==> config.mk <==
export PLATFORM = sky130hd
export DESIGN_NAME = unsigned_seq_div_restoring
export DESIGN_NICKNAME = d
export VERILOG_FILES = /design/src/rtl/unsigned_seq_div_restoring.sv
export SDC_FILE = /design/constraint.sdc
export NUM_CORES = 1
export LEC_CHECK = 0
export BUFFER_PORTS_ARGS = -buffer_cell sky130_fd_sc_hd__clkbuf_2
export CORE_ASPECT_RATIO = 1.4
export CORE_MARGIN = 1
export CORE_UTILIZATION = 42
export CTS_BUF_LIST = sky130_fd_sc_hd__clkbuf_8
export DETAILED_ROUTE_END_ITERATION = 8
export HOLD_SLACK_MARGIN = 0.1
export PLACE_DENSITY = 0.62
export RECOVER_POWER = 25
export SYNTH_ARGS = -nofsm -noshare
export SYNTH_HDL_FRONTEND = slang
export SYNTH_SLANG_ARGS = --single-unit
==> constraint.sdc <==
create_clock -name clk -period 2.1 [get_ports clk]
set_input_delay 0.42 -clock clk [delete_from_list [all_inputs] [get_ports clk]]
set_output_delay 0.42 -clock clk [all_outputs]
set_load 0.02 [all_outputs]
==> src/rtl/unsigned_seq_div_restoring.sv <==
// Sequential unsigned restoring divider.
// Divides a 2N-bit dividend by an N-bit divisor and produces one quotient bit per clock.
// The clk/rst/load operand interface matches the sequential shift multiplier, so a
// product from the multiplier can be fed straight back in to be divided.
// A divisor of zero finishes one clock after the start with an all-ones quotient and dbz set.

module unsigned_seq_div_restoring #(
    parameter int N = 6
) (
    input  logic             clk,
    input  logic             rst,
    input  logic             load,
    input  logic [2*N-1:0]   dividend,
    input  logic [N-1:0]     divisor,
    output logic [2*N-1:0]   quotient,
    output logic [N-1:0]     remainder,
    output logic             busy,
    output logic             done,
    output logic             dbz
);

    // The iteration counter must reach 2N-1, which marks the final iteration.
    localparam int            CW   = $clog2(2*N + 1);
    localparam logic [CW-1:0] LAST = CW'(2*N - 1);

    // Controller states.
    localparam logic [1:0] IDLE = 2'd0;
    localparam logic [1:0] RUN  = 2'd1;
    localparam logic [1:0] DONE = 2'd2;

    logic [1:0]      state_q, state_d;
    logic            loadPrev_q;
    logic [N-1:0]    divisor_q, divisor_d;
    logic [2*N-1:0]  qReg_q, qReg_d;
    // The partial remainder is always below the divisor after each step, so its
    // top bit would always be zero. Only N bits are stored; the extra bit exists
    // only in the shifted value that feeds the compare.
    logic [N-1:0]    rReg_q, rReg_d;
    logic [CW-1:0]   count_q, count_d;
    logic [2*N-1:0]  quotient_q, quotient_d;
    logic [N-1:0]    remainder_q, remainder_d;
    logic            busy_q, busy_d;
    logic            done_q, done_d;
    logic            dbz_q, dbz_d;

    logic            start;
    logic [N:0]      rShift;
    logic            fits;
    logic [N-1:0]    rIter;
    logic [2*N-1:0]  qIter;

    // A start is a rising edge on the load level.
    assign start = load & ~loadPrev_q;

    // One restoring step: shift the next dividend bit into the partial remainder,
    // then subtract the divisor when it fits. The compare is N+1 bits wide, so the
    // shifted remainder can never overflow.
    always_comb begin
        rShift = {rReg_q, qReg_q[2*N-1]};
        fits   = (rShift >= {1'b0, divisor_q});
        rIter  = fits ? N'(rShift - {1'b0, divisor_q}) : rShift[N-1:0];
        qIter  = {qReg_q[2*N-2:0], fits};
    end

    // Next-state and datapath control. The result registers are written only when
    // an operation completes, so they keep the previous result during a run.
    always_comb begin
        state_d     = state_q;
        divisor_d   = divisor_q;
        qReg_d      = qReg_q;
        rReg_d      = rReg_q;
        count_d     = count_q;
        quotient_d  = quotient_q;
        remainder_d = remainder_q;
        busy_d      = busy_q;
        done_d      = done_q;
        dbz_d       = dbz_q;

        case (state_q)
            IDLE, DONE: begin
                if (start) begin
                    divisor_d = divisor;
                    qReg_d    = dividend;
                    rReg_d    = '0;
                    count_d   = '0;
                    done_d    = 1'b0;
                    busy_d    = 1'b1;
                    dbz_d     = 1'b0;
                    state_d   = RUN;
                end
            end

            RUN: begin
                if (divisor_q == '0) begin
                    // Division by zero takes a single clock and reports the saturated quotient.
                    quotient_d  = '1;
                    remainder_d = '0;
                    dbz_d       = 1'b1;
                    done_d      = 1'b1;
                    busy_d      = 1'b0;
                    state_d     = DONE;
                end else begin
                    qReg_d  = qIter;
                    rReg_d  = rIter;
                    count_d = count_q + CW'(1);
                    if (count_q == LAST) begin
                        quotient_d  = qIter;
                        remainder_d = rIter;
                        done_d      = 1'b1;
                        busy_d      = 1'b0;
                        state_d     = DONE;
                    end
                end
            end

            default: begin
                state_d = IDLE;
            end
        endcase
    end

    // State registers with synchronous reset; reset aborts any run without writing a result.
    always_ff @(posedge clk) begin
        if (rst) begin
            state_q     <= IDLE;
            loadPrev_q  <= 1'b0;
            divisor_q   <= '0;
            qReg_q      <= '0;
            rReg_q      <= '0;
            count_q     <= '0;
            quotient_q  <= '0;
            remainder_q <= '0;
            busy_q      <= 1'b0;
            done_q      <= 1'b0;
            dbz_q       <= 1'b0;
        end else begin
            state_q     <= state_d;
            loadPrev_q  <= load;
            divisor_q   <= divisor_d;
            qReg_q      <= qReg_d;
            rReg_q      <= rReg_d;
            count_q     <= count_d;
            quotient_q  <= quotient_d;
            remainder_q <= remainder_d;
            busy_q      <= busy_d;
            done_q      <= done_d;
            dbz_q       <= dbz_d;
        end
    end

    assign quotient  = quotient_q;
    assign remainder = remainder_q;
    assign busy      = busy_q;
    assign done      = done_q;
    assign dbz       = dbz_q;

endmodule

==> qor.yml, run 1 <==
status: "finished clean"
diodes: 0
synth_sequential_area_ratio_pct: 43.8
ant_nets: 0
std_cell_rows: 32
layout_min_cycle_time_ns: 1.89
maxCapViolCount: 0
timing.rr.start: "divisor_q[2]$_SDFFE_PP0P_"
layoutNonFillerInstCount: 371
clockBufferDepth: 2
critPathCaptureType: "flip-flop"
grt_max_degree: 31
cp_max_fo: 8
final_cell_mix: "dfxtp_1, nand2_1, a21oi_1"
clock-sinks: 52
synth-main-ff-cell: "dfxtp_1"
finalCoreUtilization_pct: 49.1
dp_hpwl_um: 3790
path_clk_slew_ns: 0.09
initial_core_util_pct: 43.3
vdd_drop_max_mv: 0.458
setup_tns_ns: 0
gp_congestion: 0.797
syn_avg_cell_area_um2: 9.03
setup_viol: 0
boundaryPins: 42
highest_layer: "met4"
design_area_um2: 2700
p_leak_nw: 1.02
cts.htree.levels: 2
drt_iter0_drc: 102
synth_nets: 293
drc: 0
pwr_density_cell_nw_per_um2: 782
cts_buffers: 5
startpoint_type: "flip-flop"
wl_met3_um: 166
setup_ws_ns: 0.207
synth_edf_count: 0
synthCells: 263
clock-root-buffer: "clkbuf_8"
drive_above_1_share_pct: 17.8
cts_tree: "built"
gr-usage-all-layers_pct: 18.7
dr_wl_met2_um: 2660
synth_cell_types: 43
combinationalPowerShare_pct: 19.9
syn_to_final_growth_pct: 13.4
totalWireLength_um: 5100
core_area_um2: 5490
relSlewSlack_pct: 61.4
fillers: 530
firstDrtPassIters: 4
total_power_mw: 2.11
vias: 1974
criticalPathCategory: "reg2reg"
hold_violations: 0
rsz0062_at_grt: "false"
fmax_mhz: 528
postCtsSetupBuffers: 0
antenna_found_initial: 0
avgRoutedWirePerCell_um: 13.7
dp.cells: 363
holdCritStartpoint: "divisor[3]"
grt-ovfl-total: 0
r2r-end: "remainder[0]$_SDFFE_PP0P_"
arrival_ns: 2.14
layout.cells.most_common: "dfxtp_1"
post-route-period-util_pct: 90.1
syn_area_um2: 2380
wirelength_met1_um: 2180
dpl-instance-area_um2: 2620
die_h_um: 91.0
worstSetupEndpoint: "remainder[0]$_SDFFE_PP0P_"
dieArea_um2: 5970
clkPwrFrac_pct: 28.7
skew_ns: 0.00684
synth-seq-cells: 52
layout.nets: 332
ff2ff_path_depth: 7
critPathLaunch: "divisor_q[2]$_SDFFE_PP0P_"
p_int_mw: 1.48
slew_violations: 0
swShare_pct: 29.9
die_x_um: 65.6
portBuffers: 41
reg2reg_slack_ns: 0.21
clock_latency_ns: 0.31
ys_warn_count: 0
pre_cts_slack_ns: 0.116
worst_slew_pin_slew_ns: 0.579
grt_pass1_vias: 1837
power.switching_uw: 630
grt_pass1_wl_um: 8590
ys_async_sr_fraction_pct: 0
cp.required_ns: 2.35
hold_path.class: "in2reg"
hold_ws_ns: 0.326
via_per_inst: 5.32
p_seq_share_pct: 51.4
## worst min-delay path by stage
| stage | cells after the start | slack (ns) | endpoint |
|---|---|---|---|
| after detailed placement | 2 | 0.44 | dbz$_SDFFE_PP0P_ |
| after CTS | 3 | 0.32 | divisor_q[3]$_SDFFE_PP0P_ |
| after floorplan | 2 | 0.43 | rReg_q[5]$_SDFFE_PP0P_ |
| after global routing | 3 | 0.32 | divisor_q[0]$_SDFFE_PP0P_ |
| after global placement | 2 | 0.43 | dbz$_SDFFE_PP0P_ |
| final | 3 | 0.33 | divisor_q[3]$_SDFFE_PP0P_ |
## synthesized netlist by cell type, types with 2 or more instances
cell	instances	share of area (%)
nor2_4	2	0.95
nor2_1	19	3.0
nand2b_1	3	0.79
clkbuf_1	7	1.1
a211oi_2	2	1.1
inv_1	10	1.6
nor2b_1	2	0.53
mux2i_1	14	5.9
or3_1	2	0.53
buf_6	4	1.9
nor3_2	3	1.3
dfxtp_1	52	44
o22ai_1	5	1.3
o21ai_0	17	3.6
a22oi_1	11	3.5
buf_2	2	0.42
ha_1	8	4.2
nand2_1	41	6.5
a21oi_1	25	5.3
o21ai_1	6	1.3
o21ai_2	2	0.74
nand3b_1	2	0.63
xor2_1	4	1.5
## critical path, cell delays in order, from the launching register on
cell and delay, ns:
dfxtp_1 0.36, inv_1 0.05, ha_1 0.36, a21oi_1 0.16
o21ai_1 0.08, a41o_2 0.37, mux2_4 0.34, o21ai_2 0.11
## flip-flops by register name (all words and copies together), names as in the netlist, 2 cells and up
name	count
count_q	4
rReg_q	6
state_q	2
remainder	6
divisor_q	6
quotient	12
qReg_q	12
## metal layers
layer,vias up,global-route usage (%)
li1,993,-
met1,925,22.2
met2,46,32.7
met3,10,3.39
met4,0,6.70
met5,-,0
## area by class of cell
| cell class | instances | area [um2] | area share (%) |
|---|---|---|---|
| multi-input cells | 187 | 1210 | 45.0 |
| flip-flops and latches | 52 | 1040 | 38.6 |
| repair buffers | 46 | 220 | 8.17 |
| well taps | 68 | 85.1 | 3.16 |
| clock buffers | 6 | 82.6 | 3.06 |
| inverters | 10 | 37.5 | 1.39 |
| clock inverters | 2 | 15.0 | 0.557 |
## cell families (layout without fill, tap and decap cells)
logic type / Yosys count / in the layout / synth area share (%)
and+or+nand+nor: 80 / 80 / 16.3
AOI/OAI and AO/OA: 77 / 77 / 20.6
DFF: 52 / 52 / 43.8
buffers and inverters: 24 / 64 / 5.32
muxes: 16 / 16 / 7.00
adders and majority gates: 9 / 9 / 5.06
xor gates and xnor gates: 5 / 5 / 1.84
## power by group through the flow
stage          registers, mW  clock network [mW]  logic [mW]
2_1_floorplan           1.13                   0       0.305
3_3_place_gp            1.11                   0       0.421
3_5_place_dp            1.11                   0       0.425
4_1_cts                 1.08               0.622       0.426
5_1_grt                 1.09               0.664       0.466
6_report                1.08               0.606       0.419
## repair_timing
item,4_1_cts,5_1_grt
setup endpoints to repair,0,10
hold buffers,0,0
resized for setup,0,2
(Power assumes the default switching activity.)
==> inputs of run 2 (changes only) <==
--- a/config.mk
+++ b/config.mk
@@ -6,6 +6,7 @@
 export NUM_CORES = 1
 export LEC_CHECK = 0
 export BUFFER_PORTS_ARGS = -buffer_cell sky130_fd_sc_hd__clkbuf_2
+export CAP_MARGIN = 10
 export CORE_ASPECT_RATIO = 1.4
 export CORE_MARGIN = 1
 export CORE_UTILIZATION = 42
@@ -14,6 +15,7 @@
 export HOLD_SLACK_MARGIN = 0.1
 export PLACE_DENSITY = 0.62
 export RECOVER_POWER = 25
+export REMOVE_ABC_BUFFERS = 1
 export SYNTH_ARGS = -nofsm -noshare
 export SYNTH_HDL_FRONTEND = slang
 export SYNTH_SLANG_ARGS = --single-unit
==> qor.yml, run 2 (synthesized netlist as in run 1, its figures left out) <==
status: "finished clean"
drc: 0  # unchanged
totalWireLength_um: 5110  # +0.24%
std_cell_rows: 32  # unchanged
syn_to_final_growth_pct: 14.1
arrival_ns: 2.16  # +0.02 ns
design_area_um2: 2710  # +0.56%
maxCapViolCount: 0  # unchanged
setup_tns_ns: 0  # unchanged
fillers: 564  # +6.4%
cp.required_ns: 2.35  # about the same
criticalPathCategory: "reg2reg"
core_area_um2: 5490  # unchanged
cp_max_fo: 8  # unchanged
drt_iter0_drc: 63  # -38%
die_x_um: 65.6  # unchanged
clock_latency_ns: 0.32  # about the same
cts_tree: "built"
boundaryPins: 42  # unchanged
layout.nets: 334  # +0.60%
clock-sinks: 52  # unchanged
dp_hpwl_um: 3800  # +0.20%
avgRoutedWirePerCell_um: 13.7  # -0.30%
startpoint_type: "flip-flop"
final_cell_mix: "dfxtp_1, nand2_1, a21oi_1"
p_leak_nw: 1.04  # +2.1%
fmax_mhz: 525  # -0.64%
grt_use_met2_pct: 32.8  # +0.086 points
diodes: 0  # unchanged
gp_congestion: 0.798  # about the same
cts_buffers: 5  # unchanged
dieArea_um2: 5970  # unchanged
grt-ovfl-total: 0  # unchanged
cts.htree.levels: 2  # unchanged
worst_slew_pin_slew_ns: 0.552  # -0.0264 ns
use_met1_pct: 22.1  # -0.13 points
vias: 1920  # -2.7%
die_h_um: 91.0  # unchanged
slew_violations: 0  # unchanged
grt_max_degree: 23  # -26%
grt_pass1_wl_um: 8760  # +2.0%
layout.area.seq_um2: 1040  # unchanged
critPathCaptureType: "flip-flop"
hold_path.class: "in2reg"
rsz0062_at_grt: "false"
initial_core_util_pct: 43.3  # unchanged
portBuffers: 41  # unchanged
skew_ns: 0.00953  # +0.00269 ns
gr-usage-all-layers_pct: 18.9  # +0.19 points
path_clk_slew_ns: 0.10  # about the same
busiest_layer: "met2"
dpl-instance-area_um2: 2630  # +0.57%
layout_min_cycle_time_ns: 1.90  # +0.0123 ns
layout.cells.most_common: "dfxtp_1"
drive_above_1_share_pct: 18.4  # +0.54 points
pwr_density_cell_nw_per_um2: 788  # +0.75%
grt_pass1_vias: 1907  # +3.8%
holdBufCountCts: 0  # unchanged
relSlewSlack_pct: 63.1  # +1.6 points
setup_viol: 0  # unchanged
reg2reg_slack_ns: 0.20  # about the same
multi_input_area_um2: 1210  # -0.31%
use_met3_pct: 4.15  # +0.75 points
post-route-period-util_pct: 90.7  # +0.58 points
vdd_drop_max_mv: 0.488  # +6.5%
hold_violations: 0  # unchanged
ant_nets: 0  # unchanged
clock-root-buffer: "clkbuf_8"
antenna_found_initial: 0  # unchanged
firstDrtPassIters: 4  # unchanged
via_per_inst: 5.15  # -3.3%
clockBufferDepth: 2  # unchanged
-- run 2: cell count changes in the layout (fill, tap and decap cells not counted), sizes merged --
cell,delta
inv,+2
buf,+2
clkinvlp,-2
-- run 2: per-stage QoR --
stage | total power [mW] | util [%] | instances | worst slack (ns) | hold WS (ns)
3_3_place_gp | 1.52 | 47.9 | 365 | 0.126 | 0.430
6_report | 2.14 | 49.4 | 373 | 0.195 | 0.317
2_1_floorplan | 1.39 | - | 249 | 0.326 | 0.426
4_1_cts | 2.17 | 49.8 | 373 | 0.0567 | 0.309
3_5_place_dp | 1.53 | 47.9 | 365 | 0.0615 | 0.435
5_1_grt | 2.25 | 49.4 | 373 | 0.0190 | 0.316
-- run 2: cell type report --
type	instances	area share, %
multi-input cells	187	44.6
clock inverters	2	0.646
clock buffers	6	3.05
well taps	68	3.14
repair buffers	48	8.73
flip-flops and latches	52	38.4
inverters	10	1.39
-- run 2: timing repair --
item | 4_1_cts | 5_1_grt
setup buffers | 0 | 0
setup endpoints to repair | 0 | 12
resized for setup | 0 | 1
-- run 2: where the power goes --
group / switching (mW) / total [mW] / leakage (nW) / internal [mW]
logic: 0.250 / 0.418 / 0.563 / 0.168
clock network: 0.358 / 0.634 / 0.0522 / 0.277
registers: 0.0391 / 1.08 / 0.424 / 1.05
total: 0.647 / 2.14 / 1.04 / 1.49
-- run 2: worst paths after layout --
path,startpoint,to,cells past startpoint
hold / removal,divisor[0],divisor_q[0]$_SDFFE_PP0P_,3
hold reg to reg,dbz$_SDFFE_PP0P_,dbz$_SDFFE_PP0P_,2
setup / recovery,divisor_q[5]$_SDFFE_PP0P_,rReg_q[0]$_SDFFE_PP0P_,7
setup reg to reg,divisor_q[5]$_SDFFE_PP0P_,rReg_q[0]$_SDFFE_PP0P_,7
-- run 2: metal layers --
layer | vias to the layer above | share of wire, %
li1 | 990 | -
met1 | 890 | 44
met2 | 32 | 51
met3 | 8 | 3.1
met4 | 0 | 1.6
met5 | - | 0
-- run 2: critical path: stages (launching register included) --
cell	delay [ns]
dfxtp_1	0.37
inv_1	0.05
ha_1	0.37
inv_1	0.08
o21ai_0	0.24
a41o_2	0.29
mux2_4	0.34
o21ai_2	0.10
==> inputs of run 3 (changes only) <==
==> constraint.sdc (replaced) <==
create_clock -name clk -period 2.1 [get_ports clk]
set_input_delay 0.105 -clock clk [delete_from_list [all_inputs] [get_ports clk]]
set_output_delay 0.105 -clock clk [all_outputs]
set_load 0.02 [all_outputs]
==> qor.yml, run 3 (synthesized netlist as in run 1, its figures left out) <==
boundaryPins: 42  # unchanged
cts_buffers: 5  # unchanged
startpoint_type: "flip-flop"
layout.nets: 349  # +4.5%
relSlewSlack_pct: 61.4  # -1.7 points
cts_tree: "built"
drc: 0  # unchanged
via_per_inst: 5.15  # about the same
setup_viol: 0  # unchanged
cts.htree.levels: 2  # unchanged
cp_max_fo: 4  # -4
design_area_um2: 2860  # +5.4%
worst_path_max_delay_cell: "fa_1"
path_common_cell: "inv_1"
worst_slew_pin_slew_ns: 0.577  # +0.0251 ns
grt-ovfl-total: 0  # unchanged
clock-sinks: 52  # unchanged
post-route-period-util_pct: 90.2  # -0.54 points
setup_ws_ns: 0.206  # +0.0113 ns
portBuffers: 41  # unchanged
totalWireLength_um: 5200  # +1.7%
clockBufferDepth: 2  # unchanged
timing.rr.start: "qReg_q[11]$_SDFFE_PP0P_"
syn_to_final_growth_pct: 20.2
grt_pass1_wl_um: 8980  # +2.5%
rsz0062_at_grt: "false"
cp_slowest_stage_delay_ns: 0.40  # +0.03 ns
pre_cts_slack_ns: 0.0857  # +0.0242 ns
multi_input_area_um2: 1210  # unchanged
layout.area.seq_um2: 1040  # unchanged
postCtsSetupBuffers: 0  # unchanged
hold_violations: 0  # unchanged
layout_min_cycle_time_ns: 1.89  # -0.0113 ns
initial_core_util_pct: 43.3  # unchanged
arrival_ns: 2.09  # -0.07 ns
gr-usage-all-layers_pct: 19.3  # +0.42 points
slew_violations: 0  # unchanged
ant_nets: 0  # unchanged
avgRoutedWirePerCell_um: 13.4  # -2.3%
critPathCaptureType: "flip-flop"
hold_ws_ns: 0.127  # -0.190 ns
criticalPathCategory: "reg2reg"
dp_hpwl_um: 3750  # -1.2%
path_clk_slew_ns: 0.10  # about the same
r2r-end: "rReg_q[4]$_SDFFE_PP0P_"
hold_path.class: "in2reg"
holdCritStartpoint: "dividend[1]"
vdd_drop_max_mv: 0.522  # +7.1%
dieArea_um2: 5970  # unchanged
pwr_density_cell_nw_per_um2: 738  # -6.3%
dpl-instance-area_um2: 2620  # -0.57%
maxCapViolCount: 0  # unchanged
skew_ns: 0.00744  # -0.00209 ns
grt_max_degree: 24  # +4.3%
vias: 1998  # +4.1%
layout.cells.most_common: "dfxtp_1"
die_h_um: 91.0  # unchanged
fillers: 510  # -9.6%
antenna_found_initial: 0  # unchanged
clock-root-buffer: "clkbuf_8"
setup_tns_ns: 0  # unchanged
core_area_um2: 5490  # unchanged
final_cell_mix: "dfxtp_1, nand2_1, a21oi_1"
drive_above_1_share_pct: 16.9  # -1.5 points
cp.required_ns: 2.30  # -0.05 ns
min_delay_worst_endpoint: "qReg_q[1]$_SDFFE_PP0P_"
reg2reg_slack_ns: 0.21  # about the same
hold_depth: 3  # unchanged
finalCoreUtilization_pct: 52.1  # +2.7 points
fmax_mhz: 528  # +0.59%
grt_pass1_vias: 2020  # +5.9%
status: "finished clean"
die_x_um: 65.6  # unchanged
p_leak_nw: 1.10  # +5.5%
drt_iter0_drc: 81  # +29%
firstDrtPassIters: 4  # unchanged
path_cells: "inv_1, ha_1, inv_1, fa_1, a21o_1, a21oi_1, xnor2_1, mux2i_1, o21ai_0"
ff2ff_path_depth: 9  # +2
clock_latency_ns: 0.31  # about the same
std_cell_rows: 32  # unchanged
diodes: 0  # unchanged
gp_congestion: 0.800  # +0.19%
## run 3: repair_timing
item	4_1_cts	5_1_grt
setup endpoints to repair	0	12
hold buffers	17	0
resized for setup	0	1
hold endpoints to repair	17	0
## run 3: report_power, final
part / internal [mW] / switching [mW] / leakage, nW
Clock: 0.239 / 0.346 / 0.0485
Sequential: 1.05 / 0.0379 / 0.424
Combinational: 0.186 / 0.255 / 0.625
Total: 1.47 / 0.639 / 1.10
## run 3: final cells by class
class,instances,area share [%]
clock buffer,5,2.41
clock inverter,3,0.788
inverter,10,1.31
multi-input combinational,187,42.4
sequential,52,36.4
tap,68,2.98
timing repair buffer,63,13.7
## run 3: metrics by stage
stage / total power, mW / cells
6_report: 2.11 / 388
5_1_grt: 2.23 / 388
4_1_cts: 2.14 / 388
3_5_place_dp: 1.53 / 363
3_3_place_gp: 1.52 / 363
2_1_floorplan: 1.39 / 249
## run 3: worst max-delay path by stage
stage / startpoint / end / slack [ns] / cells past startpoint
2_1_floorplan: divisor_q[2]$_SDFFE_PP0P_ / rReg_q[0]$_SDFFE_PP0P_ / 0.33 / 7
3_3_place_gp: divisor_q[5]$_SDFFE_PP0P_ / rReg_q[0]$_SDFFE_PP0P_ / 0.13 / 7
3_5_place_dp: divisor_q[5]$_SDFFE_PP0P_ / rReg_q[0]$_SDFFE_PP0P_ / 0.09 / 7
4_1_cts: divisor_q[5]$_SDFFE_PP0P_ / remainder[0]$_SDFFE_PP0P_ / 0.06 / 7
5_1_grt: divisor_q[5]$_SDFFE_PP0P_ / rReg_q[1]$_SDFFE_PP0P_ / 0.05 / 7
6_report: qReg_q[11]$_SDFFE_PP0P_ / rReg_q[4]$_SDFFE_PP0P_ / 0.21 / 9
## run 3: worst max-delay path, delay by kind of cell (launching register included)
kind | cells | cell delay [ns]
AOI/OAI and AO/OA | 3 | 0.46
xor gates and xnor gates | 1 | 0.09
muxes | 1 | 0.20
DFF | 1 | 0.31
adders and majority gates | 2 | 0.56
buffers and inverters | 2 | 0.17
## run 3: routing by layer
| metal | track usage (%) | wire length [um] |
|---|---|---|
| met5 | 0 | 0 |
| met4 | 6.16 | 71 |
| met3 | 4.40 | 174 |
| met2 | 34.5 | 2750 |
| met1 | 22.1 | 2200 |
